--- config.mk ---
export PLATFORM = sky130hd
export DESIGN_NAME = uart_mem_bridge_flat
export DESIGN_NICKNAME = d
export VERILOG_FILES = /design/src/rtl/uart_mem_bridge_pkg.sv /design/src/rtl/uart_mem_bridge_if.sv /design/src/rtl/uart_mem_bridge.sv /design/src/flat_wrapper.sv
export SDC_FILE = /design/constraint.sdc
export NUM_CORES = 1
export LEC_CHECK = 0
export CAP_MARGIN = 20
export CORE_UTILIZATION = 56
export CTS_CLUSTER_SIZE = 16
export DETAILED_ROUTE_END_ITERATION = 12
export GPL_ROUTABILITY_DRIVEN = 1
export HOLD_SLACK_MARGIN = 0.08
export PLACE_DENSITY = 0.95
export REMOVE_ABC_BUFFERS = 1
export SLEW_MARGIN = 20
export SYNTH_ARGS = -nofsm -noshare
export SYNTH_HDL_FRONTEND = slang
export SYNTH_SLANG_ARGS = --single-unit
--- constraint.sdc ---
create_clock -name clk_i -period 6.6 [get_ports clk_i]
set_input_delay 1.32 -clock clk_i [delete_from_list [all_inputs] [get_ports clk_i]]
set_output_delay 1.32 -clock clk_i [all_outputs]
set_load 0.03 [all_outputs]
--- src/rtl/uart_mem_bridge_pkg.sv ---
// Shared types and constants for the PicoRV32-to-UART memory bridge:
// FSM states, command-byte layout and fixed response words.
package uart_mem_pkg;

    typedef enum logic [2:0] {
        IDLE,
        SEND_CMD,
        SEND_ADDR,
        SEND_DATA,
        WAIT_RESP,
        DONE
    } state_e;

    localparam int          CmdWriteBit    = 7;
    localparam int          CmdInstrBit    = 6;
    localparam logic [7:0]  AckByteDefault = 8'hAA;
    localparam logic [31:0] ReadErrWord    = 32'hFFFF_FFFF;

    // Command byte: {write, instr, 2'b00, wstrb}; a write is any non-zero strobe.
    function automatic logic [7:0] cmd_byte(input logic instr, input logic [3:0] wstrb);
        logic [7:0] b;
        b              = {4'b0000, wstrb};
        b[CmdWriteBit] = |wstrb;
        b[CmdInstrBit] = instr;
        return b;
    endfunction

endpackage

--- src/rtl/uart_mem_bridge_if.sv ---
// Core memory port plus UART byte channels seen by the bridge.
// slave = the bridge itself, master = the core/UART environment around it.
interface uart_mem_bridge_if;
    logic        mem_valid_i;
    logic        mem_instr_i;
    logic [31:0] mem_addr_i;
    logic [31:0] mem_wdata_i;
    logic [3:0]  mem_wstrb_i;
    logic        mem_ready_o;
    logic [31:0] mem_rdata_o;
    logic [7:0]  tx_data_o;
    logic        tx_valid_o;
    logic        tx_ready_i;
    logic [7:0]  rx_data_i;
    logic        rx_valid_i;
    logic        timeout_o;
    logic        proto_err_o;

    modport slave (
        input  mem_valid_i, mem_instr_i, mem_addr_i, mem_wdata_i, mem_wstrb_i,
        input  tx_ready_i, rx_data_i, rx_valid_i,
        output mem_ready_o, mem_rdata_o, tx_data_o, tx_valid_o, timeout_o, proto_err_o
    );

    modport master (
        output mem_valid_i, mem_instr_i, mem_addr_i, mem_wdata_i, mem_wstrb_i,
        output tx_ready_i, rx_data_i, rx_valid_i,
        input  mem_ready_o, mem_rdata_o, tx_data_o, tx_valid_o, timeout_o, proto_err_o
    );
endinterface

--- src/rtl/uart_mem_bridge.sv ---
// Serialises one PicoRV32 memory access at a time onto the UART byte stream
// and assembles the host's reply, aborting with an error word on timeout.
module uart_mem_bridge
    import uart_mem_pkg::*;
#(
    parameter int         ClkFreq       = 12000000,
    parameter int         TimeoutCycles = ClkFreq / 10,
    parameter logic [7:0] AckByte       = AckByteDefault
) (
    input  logic               clk_i,
    input  logic               rst_ni,
    uart_mem_bridge_if.slave   bus
);

    localparam int TimerW = (TimeoutCycles > 2) ? $clog2(TimeoutCycles) : 1;

    state_e              state_q, state_d;
    logic [1:0]          cnt_q, cnt_d;
    logic [TimerW-1:0]   timer_q, timer_d;
    logic [31:0]         rdata_q, rdata_d;
    logic                err_q, err_d;
    logic [31:0]         addr_q, wdata_q;
    logic [3:0]          wstrb_q;
    logic                instr_q;
    logic                latch_en;

    logic                tx_valid, mem_ready, timeout, proto_err;
    logic [7:0]          tx_data;
    logic [31:0]         mem_rdata;

    logic                is_write;
    assign is_write = |wstrb_q;

    // NOTE: every signal written here gets a default first so no path can infer a latch.
    always_comb begin
        state_d   = state_q;
        cnt_d     = cnt_q;
        timer_d   = timer_q;
        rdata_d   = rdata_q;
        err_d     = err_q;
        latch_en  = 1'b0;
        tx_valid  = 1'b0;
        tx_data   = 8'h00;
        mem_ready = 1'b0;
        mem_rdata = 32'h0;
        timeout   = 1'b0;
        proto_err = 1'b0;

        unique case (state_q)
            IDLE: begin
                if (bus.mem_valid_i && !mem_ready) begin
                    latch_en = 1'b1;
                    rdata_d  = 32'h0;
                    err_d    = 1'b0;
                    state_d  = SEND_CMD;
                end
            end
            SEND_CMD: begin
                tx_valid = 1'b1;
                tx_data  = cmd_byte(instr_q, wstrb_q);
                if (bus.tx_ready_i) begin
                    cnt_d   = 2'd0;
                    state_d = SEND_ADDR;
                end
            end
            SEND_ADDR, SEND_DATA: begin
                tx_valid = 1'b1;
                tx_data  = (state_q == SEND_ADDR) ? addr_q[{cnt_q, 3'b000} +: 8]
                                                  : wdata_q[{cnt_q, 3'b000} +: 8];
                if (bus.tx_ready_i) begin
                    cnt_d = cnt_q + 2'd1;
                    if (cnt_q == 2'd3) begin
                        timer_d = '0;
                        state_d = (state_q == SEND_ADDR && is_write) ? SEND_DATA : WAIT_RESP;
                    end
                end
            end
            WAIT_RESP: begin
                // A received byte always wins over an expiring timer.
                if (bus.rx_valid_i) begin
                    timer_d = '0;
                    if (is_write) begin
                        proto_err = (bus.rx_data_i != AckByte);
                        state_d   = DONE;
                    end else begin
                        rdata_d[{cnt_q, 3'b000} +: 8] = bus.rx_data_i;
                        cnt_d = cnt_q + 2'd1;
                        if (cnt_q == 2'd3) state_d = DONE;
                    end
                end else if (timer_q == TimerW'(TimeoutCycles - 1)) begin
                    timeout = 1'b1;
                    err_d   = 1'b1;
                    state_d = DONE;
                end else begin
                    timer_d = timer_q + TimerW'(1);
                end
            end
            DONE: begin
                mem_ready = 1'b1;
                mem_rdata = err_q ? ReadErrWord : rdata_q;
                state_d   = IDLE;
            end
            default: state_d = IDLE;
        endcase
    end

    // NOTE: sequential state uses non-blocking assignments so every register samples pre-edge values.
    always_ff @(posedge clk_i or negedge rst_ni) begin
        if (!rst_ni) begin
            state_q <= IDLE;
            cnt_q   <= 2'd0;
            timer_q <= '0;
            rdata_q <= 32'h0;
            err_q   <= 1'b0;
            addr_q  <= 32'h0;
            wdata_q <= 32'h0;
            wstrb_q <= 4'h0;
            instr_q <= 1'b0;
        end else begin
            state_q <= state_d;
            cnt_q   <= cnt_d;
            timer_q <= timer_d;
            rdata_q <= rdata_d;
            err_q   <= err_d;
            if (latch_en) begin
                addr_q  <= bus.mem_addr_i;
                wdata_q <= bus.mem_wdata_i;
                wstrb_q <= bus.mem_wstrb_i;
                instr_q <= bus.mem_instr_i;
            end
        end
    end

    assign bus.tx_valid_o  = tx_valid;
    assign bus.tx_data_o   = tx_data;
    assign bus.mem_ready_o = mem_ready;
    assign bus.mem_rdata_o = mem_rdata;
    assign bus.timeout_o   = timeout;
    assign bus.proto_err_o = proto_err;

endmodule
--- src/flat_wrapper.sv ---
// flat-port wrapper written by rule: the top's interface ports become plain ports
module uart_mem_bridge_flat import uart_mem_pkg::*;
#(
    parameter int         ClkFreq       = 12000000,
    parameter int         TimeoutCycles = ClkFreq / 10,
    parameter logic [7:0] AckByte       = AckByteDefault
)
  (clk_i, rst_ni, bus_mem_valid_i, bus_mem_instr_i, bus_mem_addr_i, bus_mem_wdata_i, bus_mem_wstrb_i, bus_tx_ready_i, bus_rx_data_i, bus_rx_valid_i, bus_mem_ready_o, bus_mem_rdata_o, bus_tx_data_o, bus_tx_valid_o, bus_timeout_o, bus_proto_err_o);
  uart_mem_bridge_if bus_i ();
  input  logic clk_i;
  input  logic rst_ni;
  input wire logic [$bits(bus_i.mem_valid_i)-1:0] bus_mem_valid_i;
  input wire logic [$bits(bus_i.mem_instr_i)-1:0] bus_mem_instr_i;
  input wire logic [$bits(bus_i.mem_addr_i)-1:0] bus_mem_addr_i;
  input wire logic [$bits(bus_i.mem_wdata_i)-1:0] bus_mem_wdata_i;
  input wire logic [$bits(bus_i.mem_wstrb_i)-1:0] bus_mem_wstrb_i;
  input wire logic [$bits(bus_i.tx_ready_i)-1:0] bus_tx_ready_i;
  input wire logic [$bits(bus_i.rx_data_i)-1:0] bus_rx_data_i;
  input wire logic [$bits(bus_i.rx_valid_i)-1:0] bus_rx_valid_i;
  output wire logic [$bits(bus_i.mem_ready_o)-1:0] bus_mem_ready_o;
  output wire logic [$bits(bus_i.mem_rdata_o)-1:0] bus_mem_rdata_o;
  output wire logic [$bits(bus_i.tx_data_o)-1:0] bus_tx_data_o;
  output wire logic [$bits(bus_i.tx_valid_o)-1:0] bus_tx_valid_o;
  output wire logic [$bits(bus_i.timeout_o)-1:0] bus_timeout_o;
  output wire logic [$bits(bus_i.proto_err_o)-1:0] bus_proto_err_o;
  assign bus_i.mem_valid_i = bus_mem_valid_i;
  assign bus_i.mem_instr_i = bus_mem_instr_i;
  assign bus_i.mem_addr_i = bus_mem_addr_i;
  assign bus_i.mem_wdata_i = bus_mem_wdata_i;
  assign bus_i.mem_wstrb_i = bus_mem_wstrb_i;
  assign bus_i.tx_ready_i = bus_tx_ready_i;
  assign bus_i.rx_data_i = bus_rx_data_i;
  assign bus_i.rx_valid_i = bus_rx_valid_i;
  assign bus_mem_ready_o = bus_i.mem_ready_o;
  assign bus_mem_rdata_o = bus_i.mem_rdata_o;
  assign bus_tx_data_o = bus_i.tx_data_o;
  assign bus_tx_valid_o = bus_i.tx_valid_o;
  assign bus_timeout_o = bus_i.timeout_o;
  assign bus_proto_err_o = bus_i.proto_err_o;
  uart_mem_bridge #(.ClkFreq(ClkFreq), .TimeoutCycles(TimeoutCycles), .AckByte(AckByte)) u_core (.clk_i(clk_i), .rst_ni(rst_ni), .bus(bus_i));
endmodule
# Yosys cells after proc, flatten, opt, wreduce, memory -nomap -nowiden
# Index checks and enable logic that the tools add are counted.
# Widths: inputs -> output; s select.
[op_classes] add_sub_neg=3 eq_ne=19 shift=4 mux=43 reduce_logical=13
[ops] operator="$mux 32" n=5
[ops] operator="$mux 21" n=4
[ops] operator="$pmux 32 s2" n=1
[ops] operator="$shiftx 32x6->8" n=2
[ops] operator="$pmux 21 s2" n=1
[ops] operator="$bwmux 32" n=1
[ops] operator="$shift 8x7->32 const A" n=1
[ops] operator="$shiftx 8x7->32" n=1
[ops] operator="$mux 3" n=9
[ops] operator="$add 21x1->21 const B" n=1
[ops] operator="$eq 21x21->1 const B" n=1
[ops] operator="$pmux 8 s2" n=1
[ops] operator="$mux 1" n=13
[ops] operator="$ne 2x2->1 const B" n=6
[ops] operator="$pmux 3 s4" n=1
[ops] operator="$reduce_and 4->1" n=3
[ops] operator="$mux 2" n=4
[ops] operator="$mux 8" n=1
[ops] operator="$ne 8x8->1 const B" n=1
[ops] operator="$neg 5->7" n=1
[ops] operator="$eq 3x2->1 const B" n=2
[ops] operator="$eq 3x3->1 const B" n=2
[ops] operator="$pmux 2 s3" n=1
[ops] operator="$reduce_and 6->1" n=1
[ops] operator="other kinds (16)" n=18
[totals] ff_bits=128 input_bits=82 output_inout_bits=44 word_cells=91

# Longest topological paths before layout
# Gate-level depths: netlist of run 1.
[depth] depth_word=6 depth_mapped=8 ltp_nobuf=6

# Least setup slack after synthesis of run 1
# OpenSTA, ideal clock, no wires.
[synth_path] kind="input to output" start="in bus_rx_valid_i" end="out bus_timeout_o" arrival_time_ns=2.293 required_time_ns=5.280 setup_slack_ns=2.987 cell_stages=4 n_path_buf=2 path_cell_list="nand2b_1 > clkbuf_1 > buf_1 > nor2_1"
[synth_between] elab_chain_len=2
[synth_rtl] element="from (decl)" line="flat_wrapper.sv:19" text="input wire logic [$bits(bus_i.rx_valid_i)-1:0] bus_rx_valid_i;"
[synth_rtl] element="$mux 1" line="uart_mem_bridge.sv:80" text="if (bus.rx_valid_i) begin"
[synth_rtl] element="$mux 1" line="uart_mem_bridge.sv:49" text="unique case (state_q)"
[synth_rtl] element="to (decl)" line="flat_wrapper.sv:24" text="output wire logic [$bits(bus_i.timeout_o)-1:0] bus_timeout_o;"
# No other way between the ends.

# Worst setup path after layout of run 1
[layout_path] start="reg u_core.state_q[1]" end="out bus_tx_data_o[2]"
[layout_between] elab_chain_len=3 elab_cells_between_ends=6 classes_between="3 x eq/ne; 2 x mux; 1 x reduce/logical"
[layout_rtl] element="from (decl)" line="uart_mem_bridge.sv:17" text="state_e state_q, state_d;"
[layout_rtl] element="from (signal assigned)" line="uart_mem_bridge.sv:120" text="state_q <= state_d;"
[layout_rtl] element="$eq 3x2->1, on equally long branches" line="uart_mem_bridge.sv:49, uart_mem_bridge.sv:68"
[layout_rtl] element="$mux 8 or $reduce_or 2->1 (tied branches)" line="uart_mem_bridge.sv:68, uart_mem_bridge.sv:49"
[layout_rtl] element="$pmux 8 s2 (*)" line="uart_mem_bridge.sv:49"
[layout_rtl] element="to (decl)" line="flat_wrapper.sv:22" text="output wire logic [$bits(bus_i.tx_data_o)-1:0] bus_tx_data_o;"
# Every way passes the cells marked *; elsewhere a longest branch is shown, timed or not.

==> results of run 1 <==
power groups by stage:
stage | logic [W] | clock network, W | registers [W]
after global routing | 0.00133 | 0.00106 | 0.00134
after floorplan | 0.000846 | 0 | 0.00121
after CTS | 0.00123 | 0.00102 | 0.00130
after detailed placement | 0.00118 | 0 | 0.00130
final | 0.00125 | 0.00103 | 0.00132
after global placement | 0.00111 | 0 | 0.00127
critical path, stage by stage (launching register included):
cell and delay (ns):
dfrtp_1 0.60, nand2b_1 0.40, nor2_1 0.43, buf_4 0.27, mux4_2 0.23, nor2_1 0.05, o31ai_1 0.37, clkdlybuf4s50_1 0.74
state kept, by name, indices dropped and copies added, names as in the netlist:
register,flops
u_core.addr_q,32
u_core.cnt_q,2
u_core.err_q,1
u_core.instr_q,1
u_core.rdata_q,32
u_core.state_q,3
u_core.timer_q,21
u_core.wdata_q,32
u_core.wstrb_q,4
layer usage:
layer  GRT usage [%]  vias to the layer above
met5               0                        -
met4            15.1                        0
met3            10.2                       89
met2            58.1                      419
met1            40.6                     2781
li1                -                     2366
area by class of cell:
cell class                      count  area (um2)
Clock inverter                     11         179
Clock buffer                       20         457
Fill cell                         620        2640
Tap cell                          140         175
Timing Repair Buffer              129        1280
Inverter                           17        63.8
Multi-Input combinational cell    413        2930
Sequential cell                   128        3200
cells in the final DEF (no fill, tap or decap), types with 4 or more instances in the layout:
cell             instances
buf_4                    4
a22o_1                  16
o31a_1                   4
o21ai_0                 29
nor3_1                   7
a31oi_1                 11
clkbuf_16               17
nand4_1                  7
ha_1                     5
o22ai_1                  5
o31ai_1                 15
nand2_1                 56
bufinv_16                4
mux2_2                  80
mux4_2                  10
inv_1                   17
dfrtp_1                128
clkdlybuf4s50_1        124
a21oi_1                 15
nor2_1                  81
nand3_1                 14
o21ai_1                 10
logic make-up (layout without fill, tap and decap cells):
family / Yosys count / in the layout
AOI/OAI and AO/OA: 121 / 121
adders and majority gates: 5 / 5
buffers and inverters: 49 / 177
DFF: 128 / 128
muxes: 93 / 93
and+or+nand+nor: 194 / 194
path summary, 6_finish.rpt:
path                                        start                end  slack [ns]  depth (start not counted)
worst min register to register  u_core.rdata_q[2]  u_core.rdata_q[2]        0.48                          2
worst min-delay path            u_core.rdata_q[2]  u_core.rdata_q[2]        0.48                          2
worst max register to register    u_core.cnt_q[0]  u_core.rdata_q[5]        3.57                          5
worst max-delay path            u_core.state_q[1]   bus_tx_data_o[2]        1.76                          7
max in group asynchronous                  rst_ni  u_core.addr_q[12]        4.56                          2
min in group asynchronous                  rst_ni  u_core.addr_q[11]        0.93                          1
through the flow:
| step | power (W) | setup WS (ns) | hold slack (ns) |
|---|---|---|---|
| floorplan | 0.00205 | 0.226 | 0.450 |
| global placement | 0.00238 | 2.02 | 0.469 |
| detailed placement | 0.00248 | 1.85 | 0.473 |
| CTS | 0.00356 | 1.33 | 0.486 |
| global route | 0.00373 | 1.62 | 0.508 |
| finish | 0.00360 | 1.76 | 0.483 |
==> summary.txt, run 1 <==
Run status
  • Status: completed

Power
  • NetSw: 0.00128 W
  • Leakage power: 3.35 nW
  • Pwr/cell area: 434 nW/um2
  • Flop pwr share: 36.7%
  • Max VDD drop: 0.415 mV
  • Combinational power share: 34.8%
  • Sw Share: 35.4%
  • Int Power: 0.00233 W
  • Clock group share of total power: 28.5%

STA
  • Hold Violations, Final: 0
  • Finish-stage setup viols: 0
  • Worst-margin pin slew: 1.05 ns
  • Crit path time final: 4.84 ns
  • Sum Neg Setup Slack: 0 ns
  • Final Skew: 0.00770 ns
  • Slew Limit Fails: 0
  • Crit share post-route: 73.4%
  • Slew HR: 29.8%
  • Highest clock rate: 206 MHz
  • RSZ-0062 raised after global routing: false

Floorplan
  • Die ar.: 11700 um2
  • # IOs: 126
  • FP Rows: 38
  • Initial Util: 57.8%
  • Die extent in y: 108 um
  • Core Area: 10900 um2
  • DIE WIDTH: 108 um

Synthesis
  • FF+latch count, synth: 128
  • Xor and xnor area share after synthesis: 0%
  • Synthesized area: 6320 um2
  • Main combinational cell family by area after synthesis: multiplexers
  • Simple-Gate Fraction of Synth Area: 14.4%
  • Commonest cells post-synth: dfrtp_1, nor2_1, mux2_2
  • Top cell type's share of synthesized area: 50.7%
  • Mux contribution to synthesized area: 18.3%
  • Syn Area/Cell: 10.7 um2
  • Area leader, netlist: dfrtp_1
  • Ys async rst share: 100%
  • Most common cell in the netlist: dfrtp_1
  • EDFF count, synth: 0
  • Seq/Total Area, Yosys: 50.7%
  • Share of synthesized cell area in full adder, half adder and majority cells: 0.990%
  • Warnings, synthesis: 0
  • Top FF cell, synth: dfrtp_1
  • Top post-synthesis cells by area: dfrtp_1, mux2_2, nor2_1, mux4_2, nand2_1
  • Syn Inst Count: 590
  • Post-synth cell types: 51
  • Compound-Gate Fraction of Synth Area: 12.5%

Worst setup path
  • Worst EP arrival: 3.52 ns
  • Worst setup EP type: primary output
  • Setup CP Type: reg2out
  • Highest net fanout along the worst path: 11
  • Worst EP required: 5.28 ns
  • Startpoint Class: flip-flop

Layout
  • Ratio of cells with drive above 1 in the final layout: 18.9%
  • Area Growth Syn to Fin: 31.3%
  • # nets final: 793
  • Count of non-filler cells in the finished layout: 858
  • Finished Cell Area: 8290 um2
  • Post-layout util: 75.8%
  • N_diodes: 0

Placed design
  • Placed Instances: 826
  • Dpl hpwl: 11500 um
  • Placement-stage cell area: 7640 um2
  • RD Place Congestion: 0.833
  • Input/output buffers: 125

Route
  • Routed len/inst: 22.2 um
  • Top Layer Used: met4
  • WL met3: 1770 um
  • Number of nets with antenna violations after routing: 0
  • Detailed-route via count: 5655
  • DR pass1 iterations: 5
  • Final WL: 19000 um
  • DRC: 0
  • Metal-1 WL: 6810 um
  • Starting DRT DRC Count: 718
  • Vias/cell: 6.59
  • Metal2 WL: 9700 um

Clock network
  • Max clock buf depth: 2
  • CTS H-tree lvls: 4
  • Hold Buf Count CTS: 0
  • Worst-Skew Late Latency: 0.42 ns
  • Inserted Clock Buffers: 17
  • # resized after CTS: 0
  • CTS Sinks: 128
  • Clock slew at reported path FFs: 0.06 ns
  • Post-CTS setup buffer count: 0
  • Root buffer cell: clkbuf_16
  • TritonCTS clock tree: built

GRT
  • GR Util All Layers: 34.4%
  • Global-route wire length before repair: 30000 um
  • Antenna violations before repair: 0
  • Gr ovfl total: 0
  • Vias in the first global route: 5776
  • Largest net degree at the start of global routing: 84

Hold path
  • Worst min-delay path class: reg2reg

Flow run
  • Max_cap viols: 0
No activity file was read; power rests on OpenSTA's default activity.
==> run 2, diff against run 1 <==
--- a/config.mk
+++ b/config.mk
@@ -6,12 +6,12 @@
 export NUM_CORES = 1
 export LEC_CHECK = 0
 export CAP_MARGIN = 20
-export CORE_UTILIZATION = 56
+export CORE_UTILIZATION = 47
 export CTS_CLUSTER_SIZE = 16
 export DETAILED_ROUTE_END_ITERATION = 12
 export GPL_ROUTABILITY_DRIVEN = 1
 export HOLD_SLACK_MARGIN = 0.08
-export PLACE_DENSITY = 0.95
+export PLACE_DENSITY = 0.88
 export REMOVE_ABC_BUFFERS = 1
 export SLEW_MARGIN = 20
 export SYNTH_ARGS = -nofsm -noshare
==> constraint.sdc (replaced) <==
create_clock -name clk_i -period 4.15 [get_ports clk_i]
set_input_delay 0.83 -clock clk_i [delete_from_list [all_inputs] [get_ports clk_i]]
set_output_delay 0.83 -clock clk_i [all_outputs]
set_load 0.03 [all_outputs]
==> run 2 against run 1 <==
Effect of this change: first-iteration DRC count down 45%; die area is 19% higher; via count down 9.6%; final area down 0.24%; sequential power increased by 52%; flip-flop and latch count unchanged; largest power group unchanged.
==> summary.txt, run 2 (synthesis gave the netlist of run 1 again) <==
Run status
  • Status: completed (unchanged)

Clock network
  • Post-CTS setup buffer count: 0 (unchanged)
  • Inserted Clock Buffers: 17 (unchanged)
  • Root buffer cell: clkbuf_16 (unchanged)
  • Clock slew at reported path FFs: 0.06 ns (about the same)
  • CTS H-tree lvls: 4 (unchanged)
  • # resized after CTS: 0 (unchanged)
  • Hold Buf Count CTS: 0 (unchanged)
  • TritonCTS clock tree: built (unchanged)
  • CTS Sinks: 128 (unchanged)
  • Max clock buf depth: 2 (unchanged)
  • Worst-Skew Late Latency: 0.42 ns (about the same)

Power
  • Leakage power: 3.33 nW (was 3.35 nW)
  • Max VDD drop: 0.493 mV (was 0.415 mV)
  • Pwr/cell area: 646 nW/um2 (was 434 nW/um2)

Layout
  • Most common cell after layout, fill and taps aside: dfrtp_1 (unchanged)
  • Commonest non-fill, non-tap cells in the layout: dfrtp_1, clkdlybuf4s50_1, nor2_1 (unchanged)
  • N_diodes: 0 (unchanged)
  • Post-layout util: 64.3% (was 75.8%)
  • FF/Latch Area: 3200 um2 (unchanged)
  • # nets final: 798 (was 793)
  • Area of the multi-input gates: 2930 um2 (about the same)
  • Ratio of cells with drive above 1 in the final layout: 19.2% (was 18.9%)
  • Biggest registers after layout: u_core.addr_q x32, u_core.rdata_q x32, u_core.wdata_q x32 (unchanged)
  • Area Growth Syn to Fin: 31.0% (was 31.3%)
  • Fill count: 979 (was 620)

Placed design
  • Dpl ws: 0.600 ns (was 1.85 ns)
  • Dpl hpwl: 11200 um (was 11500 um)
  • Input/output buffers: 125 (unchanged)
  • RD Place Congestion: 0.862 (was 0.833)

STA
  • Worst-margin pin slew: 1.09 ns (was 1.05 ns)
  • Final Skew: 0.00745 ns (was 0.00770 ns)
  • Finish-stage setup viols: 0 (unchanged)
  • Final WS setup: 0.250 ns (was 1.76 ns)
  • Slew Limit Fails: 0 (unchanged)
  • Slew HR: 27.0% (was 29.8%)
  • Highest clock rate: 256 MHz
  • Hold Violations, Final: 0 (unchanged)
  • RSZ-0062 raised after global routing: false (unchanged)
  • WHS: 0.487 ns (was 0.483 ns)
  • Crit share post-route: 94.0%
  • Crit path time final: 3.90 ns

Worst setup path
  • Slowest CP cell: clkdlybuf4s50_1 (unchanged)
  • Crit path launch: u_core.state_q[2] (was u_core.state_q[1])
  • CP Buf/Inv Count: 2 (unchanged)
  • Reg-to-reg slack, setup: 1.53 ns (was 3.57 ns)
  • Highest net fanout along the worst path: 12 (was 11)
  • Reg2reg start: u_core.cnt_q[1] (was u_core.cnt_q[0])
  • Reg2reg end: u_core.rdata_q[5] (unchanged)
  • CP most frequent cell: nor2_1 (unchanged)
  • Setup CP Type: reg2out (unchanged)
  • Crit-path cells: nand2b_2, nor2_1, buf_4, mux4_2, nor2_1, o31ai_1, clkdlybuf4s50_1 (was nand2b_1, nor2_1, buf_4, mux4_2, nor2_1, o31ai_1, clkdlybuf4s50_1)
  • Worst EP required: 3.32 ns (was 5.28 ns)
  • Max stage delay on crit path: 0.75 ns (was 0.74 ns)
  • Worst setup EP type: primary output (unchanged)
  • Startpoint Class: flip-flop (unchanged)
  • R2R depth: 5 (unchanged)
  • Family with the most delay on the worst path: buffers and inverters (unchanged)
  • Worst EP arrival: 3.07 ns (was 3.52 ns)

Route
  • DRC: 0 (unchanged)
  • Routed len/inst: 17.7 um (was 22.2 um)
  • Detailed-route via count: 5112 (was 5655)
  • DR pass1 iterations: 5 (unchanged)
  • Vias/cell: 5.71 (was 6.59)
  • Metal-1 WL: 6210 um (was 6810 um)
  • Number of nets with antenna violations after routing: 0 (unchanged)
  • WL met3: 1260 um (was 1770 um)
  • Top Layer Used: met4 (unchanged)
  • Metal2 WL: 8130 um (was 9700 um)
  • Final WL: 15900 um (was 19000 um)
  • Starting DRT DRC Count: 395 (was 718)

GRT
  • GR Util All Layers: 24.1% (was 34.4%)
  • Antenna violations before repair: 0 (unchanged)
  • Vias in the first global route: 5443 (was 5776)
  • Gr ovfl total: 0 (unchanged)
  • Global-route wire length before repair: 26600 um (was 30000 um)
  • Largest net degree at the start of global routing: 71 (was 84)

Floorplan
  • Die extent in y: 118 um (was 108 um)
  • Die ar.: 13900 um2 (was 11700 um2)
  • DIE WIDTH: 118 um (was 108 um)
  • FP Rows: 41 (was 38)
  • Core Area: 12900 um2 (was 10900 um2)
  • # IOs: 126 (unchanged)
  • Initial Util: 49.1% (was 57.8%)

Hold path
  • Worst min-delay path class: in2async (was reg2reg)

Flow run
  • Max_cap viols: 0 (unchanged)
==> run 2: layer usage <==
metal  vias up  GRT usage [%]
li1       2371              -
met1      2520           27.9
met2       198           41.4
met3        23           8.72
met4         0           7.93
met5         -              0
==> run 2: worst max path at each step <==
stage | end | slack [ns] | cells after the start
global route | bus_tx_data_o[6] | 0.09 | 7
floorplan | u_core.rdata_q[24] | -1.73 | 5
detailed placement | bus_tx_data_o[6] | 0.60 | 7
global placement | bus_proto_err_o | 0.69 | 6
finish | bus_tx_data_o[6] | 0.25 | 7
CTS | bus_tx_data_o[6] | 0.13 | 7
==> run 2: report_power, final <==
part / total [W] / internal [W] / switching, W
registers: 0.00201 / 0.00166 / 0.000353
logic: 0.00195 / 0.00101 / 0.000937
clock network: 0.00139 / 0.000853 / 0.000536
==> run 2: through the flow <==
step	TNS (ns)	instance area, um2	power (W)	cells
2_1_floorplan	-136.63	6180	0.00327	558
3_3_place_gp	0	7720	0.00382	864
3_5_place_dp	0	7720	0.00395	864
4_1_cts	0	8270	0.00537	896
5_1_grt	0	8270	0.00564	896
6_report	0	8270	0.00535	896
==> run 2: cell type report <==
| class | instances | share of cell area, % |
|---|---|---|
| sequential | 128 | 38.7 |
| multi-input combinational | 413 | 35.4 |
| timing repair buffer | 134 | 15.9 |
| clock buffer | 23 | 5.66 |
| tap | 172 | 2.60 |
| clock inverter | 9 | 1.01 |
| inverter | 17 | 0.771 |
==> run 3, diff against run 2 <==
--- a/config.mk
+++ b/config.mk
@@ -13,6 +13,7 @@
 export HOLD_SLACK_MARGIN = 0.08
 export PLACE_DENSITY = 0.88
 export REMOVE_ABC_BUFFERS = 1
+export SKIP_LAST_GASP = 1
 export SLEW_MARGIN = 20
 export SYNTH_ARGS = -nofsm -noshare
 export SYNTH_HDL_FRONTEND = slang
==> results of run 3 <==
Final layout, timing and power as in run 2 (identical DEF).
